--- config.mk ---
export PLATFORM = sky130hd
export DESIGN_NAME = sprite_attr_fetch
export DESIGN_NICKNAME = d
export VERILOG_FILES = /design/src/rtl/sprite_attr_fetch.sv
export SDC_FILE = /design/constraint.sdc
export NUM_CORES = 1
export LEC_CHECK = 0
export CORE_MARGIN = 1
export CORE_UTILIZATION = 54
export DETAILED_ROUTE_END_ITERATION = 16
export PLACE_DENSITY_LB_ADDON = 0.08
export SLEW_MARGIN = 20
export SYNTH_ARGS = -nofsm -noshare
export SYNTH_HDL_FRONTEND = slang
export SYNTH_SLANG_ARGS = --single-unit
--- constraint.sdc ---
create_clock -name clk_i -period 5.2 [get_ports clk_i]
set_input_delay 1.04 -clock clk_i [delete_from_list [all_inputs] [get_ports clk_i]]
set_output_delay 1.04 -clock clk_i [all_outputs]
set_load 0.02 [all_outputs]
--- src/rtl/sprite_attr_fetch.sv ---
// sprite_attr_fetch: per-scanline walk of the sprite attribute RAM.
// Each line start scans every sprite in index order (two RAM words per
// sprite). Sprites that cover the current line are handed to the line
// renderer over a valid/ready port, up to MAX_HITS per line. Hits past
// that limit are dropped and flagged on a sticky overflow bit.
module sprite_attr_fetch #(
  parameter int NUM_SPRITES = 128,
  parameter int MAX_HITS    = 64
) (
  input  logic                          clk_i,
  input  logic                          rst_n_i,
  input  logic                          sprite_enable_i,
  input  logic                          line_start_i,
  input  logic [9:0]                    line_i,
  output logic                          rd_en_o,
  output logic [$clog2(NUM_SPRITES):0]  rd_addr_o,
  input  logic [31:0]                   rd_data_i,
  output logic                          spr_valid_o,
  input  logic                          spr_ready_i,
  output logic [$clog2(NUM_SPRITES)-1:0] spr_idx_o,
  output logic [11:0]                   spr_addr_o,
  output logic                          spr_mode_o,
  output logic [9:0]                    spr_x_o,
  output logic [5:0]                    spr_row_o,
  output logic [1:0]                    spr_z_o,
  output logic                          spr_hflip_o,
  output logic [1:0]                    spr_width_o,
  output logic [3:0]                    spr_palofs_o,
  output logic [3:0]                    spr_collmask_o,
  output logic                          busy_o,
  output logic                          done_o,
  output logic                          overflow_o
);

  localparam int IW = $clog2(NUM_SPRITES);
  localparam int HW = $clog2(MAX_HITS + 1);

  typedef enum logic [2:0] {
    S_IDLE, S_RD0, S_RD1, S_EVAL, S_PRESENT, S_NEXT
  } state_t;

  // Descriptor handed to the renderer; held stable while PRESENT stalls.
  typedef struct packed {
    logic [IW-1:0] idx;
    logic [11:0]   addr;
    logic          mode;
    logic [9:0]    x;
    logic [5:0]    row;
    logic [1:0]    z;
    logic          hflip;
    logic [1:0]    width;
    logic [3:0]    palofs;
    logic [3:0]    collmask;
  } desc_t;

  state_t        state_q, state_d;
  logic [9:0]    line_q;
  logic [IW-1:0] idx_q;
  logic [HW-1:0] hits_q;
  logic          ovf_q;
  desc_t         desc_q, desc_d;

  // Word-0 fields kept from the RD1 cycle until the sprite is evaluated.
  logic [11:0]   w0_addr_q;
  logic          w0_mode_q;
  logic [9:0]    w0_x_q;

  logic          start;
  logic          last;
  logic          room;
  logic [9:0]    dy;
  logic [6:0]    rows;
  logic [6:0]    row_flip;
  logic          hit;
  logic          unused_bits;

  // Word-0 bits 14:12 and the top of X's byte carry no meaning here.
  assign unused_bits = ^rd_data_i[14:12];

  // A line start with the block enabled (re)starts the scan from any state.
  assign start = line_start_i & sprite_enable_i;
  assign last  = (idx_q == IW'(NUM_SPRITES - 1));
  assign room  = (hits_q < HW'(MAX_HITS));

  // Word-1 decode in EVAL: the RAM presents w1 this cycle. dy wraps mod
  // 1024 so sprites parked near Y=1023 still cover the first lines.
  always_comb begin
    rows     = 7'd8 << rd_data_i[31:30];
    dy       = line_q - rd_data_i[9:0];
    hit      = (rd_data_i[19:18] != 2'd0) && (dy < {3'd0, rows});
    row_flip = rows - 7'd1 - dy[6:0];

    desc_d.idx      = idx_q;
    desc_d.addr     = w0_addr_q;
    desc_d.mode     = w0_mode_q;
    desc_d.x        = w0_x_q;
    desc_d.row      = rd_data_i[17] ? row_flip[5:0] : dy[5:0];
    desc_d.z        = rd_data_i[19:18];
    desc_d.hflip    = rd_data_i[16];
    desc_d.width    = rd_data_i[29:28];
    desc_d.palofs   = rd_data_i[27:24];
    desc_d.collmask = rd_data_i[23:20];
  end

  // State register.
  always_ff @(posedge clk_i or negedge rst_n_i) begin
    if (!rst_n_i) state_q <= S_IDLE;
    else          state_q <= state_d;
  end

  // Next-state and RAM read port. A line start while busy aborts the scan.
  always_comb begin
    state_d   = state_q;
    rd_en_o   = 1'b0;
    rd_addr_o = '0;
    case (state_q)
      S_IDLE:    state_d = S_IDLE;
      S_RD0: begin
        rd_en_o   = 1'b1;
        rd_addr_o = {idx_q, 1'b0};
        state_d   = S_RD1;
      end
      S_RD1: begin
        rd_en_o   = 1'b1;
        rd_addr_o = {idx_q, 1'b1};
        state_d   = S_EVAL;
      end
      S_EVAL:    state_d = (hit && room) ? S_PRESENT : S_NEXT;
      S_PRESENT: if (spr_ready_i) state_d = S_NEXT;
      S_NEXT:    state_d = last ? S_IDLE : S_RD0;
      default:   state_d = S_IDLE;
    endcase
    if (line_start_i) state_d = sprite_enable_i ? S_RD0 : S_IDLE;
  end

  // Scan counters, per-line overflow flag and word-0 capture.
  always_ff @(posedge clk_i or negedge rst_n_i) begin
    if (!rst_n_i) begin
      line_q    <= '0;
      idx_q     <= '0;
      hits_q    <= '0;
      ovf_q     <= 1'b0;
      w0_addr_q <= '0;
      w0_mode_q <= 1'b0;
      w0_x_q    <= '0;
    end else if (start) begin
      line_q <= line_i;
      idx_q  <= '0;
      hits_q <= '0;
      ovf_q  <= 1'b0;
    end else begin
      case (state_q)
        S_RD1: begin
          w0_addr_q <= rd_data_i[11:0];
          w0_mode_q <= rd_data_i[15];
          w0_x_q    <= rd_data_i[25:16];
        end
        S_EVAL:    if (hit && !room) ovf_q <= 1'b1;
        S_PRESENT: if (spr_ready_i) hits_q <= hits_q + HW'(1);
        S_NEXT:    if (!last) idx_q <= idx_q + IW'(1);
        default: ;
      endcase
    end
  end

  // Descriptor register: loaded only when a hit still fits in the line budget.
  always_ff @(posedge clk_i or negedge rst_n_i) begin
    if (!rst_n_i)                                       desc_q <= '0;
    else if (!line_start_i && state_q == S_EVAL && hit && room) desc_q <= desc_d;
  end

  assign spr_valid_o    = (state_q == S_PRESENT);
  assign busy_o         = (state_q != S_IDLE);
  assign done_o         = (state_q == S_NEXT) && last && !line_start_i;
  assign overflow_o     = ovf_q;
  assign spr_idx_o      = desc_q.idx;
  assign spr_addr_o     = desc_q.addr;
  assign spr_mode_o     = desc_q.mode;
  assign spr_x_o        = desc_q.x;
  assign spr_row_o      = desc_q.row;
  assign spr_z_o        = desc_q.z;
  assign spr_hflip_o    = desc_q.hflip;
  assign spr_width_o    = desc_q.width;
  assign spr_palofs_o   = desc_q.palofs;
  assign spr_collmask_o = desc_q.collmask;

endmodule

; Yosys cells after proc, flatten, opt, wreduce, memory -nomap -nowiden
; Cells that the tools add are included.
[word_totals]
register_bits = 100
[classes]
add_sub_neg = 5
n_lt_le_gt_ge = 2
eq_ne = 8
shifts = 1
n_mux = 18
bitwise = 2
n_reduce_logical = 22
[ops]
columns = op, count
row1 = two-way mux 7 bit, 6
row2 = case mux 8 bit (2 select lines), 1
row3 = case mux 3 bit (5 select lines), 1
row4 = adder 7 x 1 -> 7 bit (second input constant), 2
row5 = nonzero test 2 bit, 6
row6 = less-than comparator 10 x 7 -> 1 bit, 1
row7 = subtractor 10 bit, 1
row8 = logical AND 1 bit, 8
row9 = AND reduction 2 bit, 4
row10 = equality test 7 bit (second input constant), 1
row11 = less-than comparator 7 bit (second input constant), 1
row12 = two-way mux 1 bit, 7
row13 = << shifter 4 x 2 -> 7 bit (first input constant), 1
row14 = equality test 3 x 2 -> 1 bit (second input constant), 2
row15 = equality test 3 bit (second input constant), 2
row16 = two-way mux 3 bit, 2
row17 = two-way mux 6 bit, 1
row18 = subtractor 6 x 1 -> 6 bit (second input constant), 1
row19 = subtractor 6 bit, 1
row20 = equality test 3 x 1 -> 1 bit (second input constant), 1
row21 = != test 3 x 2 -> 1 bit (second input constant), 1
row22 = nonzero test 3 bit, 1
row23 = zero test 1 bit, 2
row24 = != test 2 bit (second input constant), 1
row25 = 3 further kinds, 3

; Longest topological paths before layout
[depth]
ltp_word = 7
mapped_depth = 17
ltp_nobuf = 15

; Worst setup path before layout
; OpenSTA, ideal clock, no wires.
[synth_path]
path_kind = in2reg
startpoint = input rd_data_i[1]
endpoint = register desc_q, in the netlist spr_addr_o[10]
setup_ps = 125
arrival_time_ps = 3987
required_time_ps = 5075
setup_slack_ps = 1088
cell_stages = 17
n_path_buf = 2
path_cell_list = inv_1 -> ha_1 -> nor2b_1 -> o21a_1 -> nor2_1 -> xor2_1 -> inv_1 -> ha_1 -> or2_2 -> o211ai_1 -> o2bb2ai_1 -> nand2_1 -> a211oi_1 -> nand3_2 -> buf_6 -> buf_6 -> mux2_4
[synth_between]
elab_chain_cells = 5
[synth_rtl]
columns = element, line_no
row1 = from (decl), 17  ; input logic [31:0] rd_data_i,
row2 = subtractor 10 bit, 89  ; dy = line_q - rd_data_i[9:0];
row3 = less-than comparator 10 x 7 -> 1 bit, 90  ; hit = (rd_data_i[19:18] != 2'd0) && (dy < {3'd0, rows});
row4 = logical AND 1 bit, 90
row5 = logical AND 1 bit (2 in a row), 169  ; else if (!line_start_i && state_q == S_EVAL && hit && room) desc_q <= desc_d;
row6 = to (signal assigned), 169
row7 = to (decl), 61  ; desc_t desc_q, desc_d;
; No other way between the ends.
; A chain may end at the register's enable or synchronous reset.

; Worst setup path after layout
[layout_path]
startpoint = input rd_data_i[1]
endpoint = register desc_q, in the netlist spr_idx_o[5]
; Same word-level chain as after synthesis.

==> results_dict.tcl <==
set metrics [dict create \
    critPathMaxFanout 43 \
    max_clk_rate_mhz 220 \
    antenna_violating_nets_post_route 0 \
    synthCells 395 \
    dpl.cell_count 593 \
    synthDominantAreaCellType "sky130_fd_sc_hd__dfrtp_1" \
    post_cts_resize_count 0 \
    diodes 0 \
    synth-edff-count 0 \
    final.setup_skew_ns 0.0142 \
    clock_insertion_delay_worst_skew_ns 0.36 \
    arrival_ns 4.79 \
    critical_path.max_stage_delay_ns 0.46 \
    p_leak_nw 2.84 \
    path_cells "clkdlybuf4s50_1 > inv_1 > ha_1 > nor2b_1 > o21a_1 > nor2_1 > xor2_1 > inv_1 > ha_1 > or2_2 > o211ai_1 > o2bb2ai_1 > nand2_1 > a211oi_1 > nand3_2 > buf_12 > mux2_4" \
    tritoncts "built" \
    overflow_left_after_global_routing 0 \
    placement_rows 33 \
    global_route_wire_length_before_repair_um 15000 \
    worst_r2r_path_depth 15 \
    clock_tree_buffer_depth 2 \
    placed_inst_area_um2 5820 \
    routabilityCongestion 0.843 \
    power.total_mw 2.20 \
    max-cap-violations 0 \
    first_iter_violations 103 \
    largest_net_degree_at_the_start_of_global_routing 58 \
    timing.setup.tns_ns 0 \
    post_cts_buffers 0 \
    post-route-util 0.723 \
    dpl.hpwl_um 6760 \
    final_common_cell "sky130_fd_sc_hd__clkdlybuf4s50_1" \
    antenna_found_initial 0 \
    start_util 0.564 \
    portBuffers 105 \
    timing.critical_path.buf_inv 4 \
    post_synth_num_cell_types 47 \
    timing.max_slew.rel_slack 0.346 \
    multi_input_area_um2 2040 \
    clockRootBuffer "sky130_fd_sc_hd__clkbuf_8" \
    design.core.area_um2 8300 \
    count_of_cell_instances_traversed_by_the_critical_path 17 \
    worst_setup_path_start_kind "input pin" \
    highest_count_cells_in_the_layout_ignoring_fill_and_taps "sky130_fd_sc_hd__clkdlybuf4s50_1 (104), sky130_fd_sc_hd__dfrtp_1 (100), sky130_fd_sc_hd__mux2_2 (55), sky130_fd_sc_hd__nand2_1 (51), sky130_fd_sc_hd__nor2_1 (20)" \
    yosysWarnings 0 \
    register_area_share_after_synthesis 0.535 \
    final_critical_path_share_of_the_clock_period 0.874 \
    drcViolationCount 0 \
    fill_cells 615 \
    clock_sink_count 100 \
    pin_count 109 \
    netlist.area_leader.share 0.535 \
    tritoncts.num_buffers 9 \
    number_of_vias_per_cell_after_detailed_routing 5.35 \
    post-route-cell-area_um2 6000 \
    worst_hold_path.num_cells 2 \
    cts.clk_slew.worst_paths_ns 0.09 \
    num-nets-final 563 \
    die_height_um 95.1 \
    syn_area_per_cell_um2 11.8 \
    timing.critical_path.slowest_stage_cell "sky130_fd_sc_hd__clkdlybuf4s50_1" \
    critPathCaptureType "flop" \
    global_route.usage.total 0.219 \
    power_density_nw_per_um2 366 \
    cts_hold_buffers 0 \
    wl_per_cell_um 15.5 \
    die-width_um 95.1 \
    dr_total_vias 3253 \
    netlist_area_um2 4680 \
    die_area_um2 9040 \
    result_of_the_run "finished, final reports clean" \
    synth_nets 459 \
    slew_limit_fails 0 \
    synthTopCellsByArea "sky130_fd_sc_hd__dfrtp_1 (54%), sky130_fd_sc_hd__mux2_2 (13%), sky130_fd_sc_hd__ha_1 (4.3%)" \
    worst_ir_drop_vdd_v 0.000165 \
    vias_in_the_first_global_route 3167 \
    ys_dominant_reg_cell "sky130_fd_sc_hd__dfrtp_1" \
    post_layout_nonfiller_instances 608 \
    hold_path_class "reg2reg" \
    report.final.setup_viol 0 \
    clock_h_tree_levels 3 \
    layout_overhead_on_the_synthesized_area_pct 28.3 \
    post_route_cells_drive_above_1_share 0.185 \
    postSynthRegisterBits 100 \
    ys_async_sr_fraction 1.00 \
    final-seq-area_um2 2500 \
    firstDrtPassIters 4 \
    crit_family "compound AO/OA/AOI/OAI gates" \
    min_period_ns 4.54 \
    critical_path_class "in2reg" \
    finalHoldViolations 0 \
    grt_setup_unrepaired "false" \
    crit_required_ns 5.45 \
    timing_worst_slew_pin_value_ns 0.979 \
    wl_um 9450 \
]
==> worst min-delay path, delay by kind of cell (launching register included) <==
family | cells | cell delay, ns
compound gates | 1 | 0.06
simple gates | 1 | 0.05
flops | 1 | 0.35
==> cell usage after synthesis, drive strengths merged, types with 2 or more instances <==
cell    instances
mux2           65
o21ai          15
dfrtp         100
nand4           3
clkbuf         10
o211ai          5
nand2b          2
a31oi           3
buf             6
and3            2
or3             3
nor2           20
nand2          51
and2           10
nor3            6
a211oi          4
xor2           12
or2             3
ha             16
nor2b           3
nand3           3
inv            16
xnor2          11
or4             2
a21oi           7
mux2i           2
==> through the flow <==
stage / hold slack [ns] / setup WS, ns
2_1_floorplan: 0.446 / 1.09
3_3_place_gp: 0.459 / 0.380
3_5_place_dp: 0.470 / 0.309
4_1_cts: 0.493 / 0.650
5_1_grt: 0.521 / 0.447
6_report: 0.489 / 0.657
==> state kept, by name (all words and copies together), names as in the netlist, 6 cells and up <==
name	cells
line_q	10
spr_idx_o	7
w0_x_q	10
idx_q	7
hits_q	7
spr_row_o	6
spr_addr_o	12
w0_addr_q	12
spr_x_o	10
==> worst paths after layout <==
kind	slack (ns)	from	end
max in group asynchronous	3.44	rst_n_i	w0_x_q[2]
min in group asynchronous	0.74	rst_n_i	spr_row_o[4]
worst max-delay path	0.66	rd_data_i[1]	spr_idx_o[5]
worst min register to register	0.49	w0_addr_q[8]	w0_addr_q[8]
worst min-delay path	0.49	w0_addr_q[8]	w0_addr_q[8]
worst max register to register	1.46	line_q[1]	spr_idx_o[5]
==> per-layer routing <==
layer  global-route usage  vias to the layer above  share of wire
met4               0.0581                        0         0.0093
met1                0.286                     1601           0.45
met3               0.0566                        8          0.052
met2                0.362                       81           0.49
li1                     -                     1563              -
met5                    0                        -              0
==> cells by family after synthesis <==
group           share of synthesized area
simple gates                        0.113
buf+inv                            0.0297
mux                                 0.169
xor+xnor                           0.0431
flops                               0.535
fa+ha+maj                          0.0471
compound gates                     0.0637
==> where the power goes <==
group / leakage, nW / switching, mW / total, mW / internal (mW)
clock: 0.0897 / 0.284 / 0.466 / 0.182
combinational: 1.42 / 0.336 / 0.696 / 0.360
sequential: 1.33 / 0.0911 / 1.03 / 0.942
total: 2.84 / 0.711 / 2.20 / 1.48
==> final cells by class <==
class	count	area share
clock inverter	6	0.00938
tap	105	0.0219
multi-input combinational	263	0.339
clock buffer	9	0.0206
sequential	100	0.417
timing repair buffer	109	0.182
inverter	16	0.0100
No activity file was read; power rests on OpenSTA's default activity.
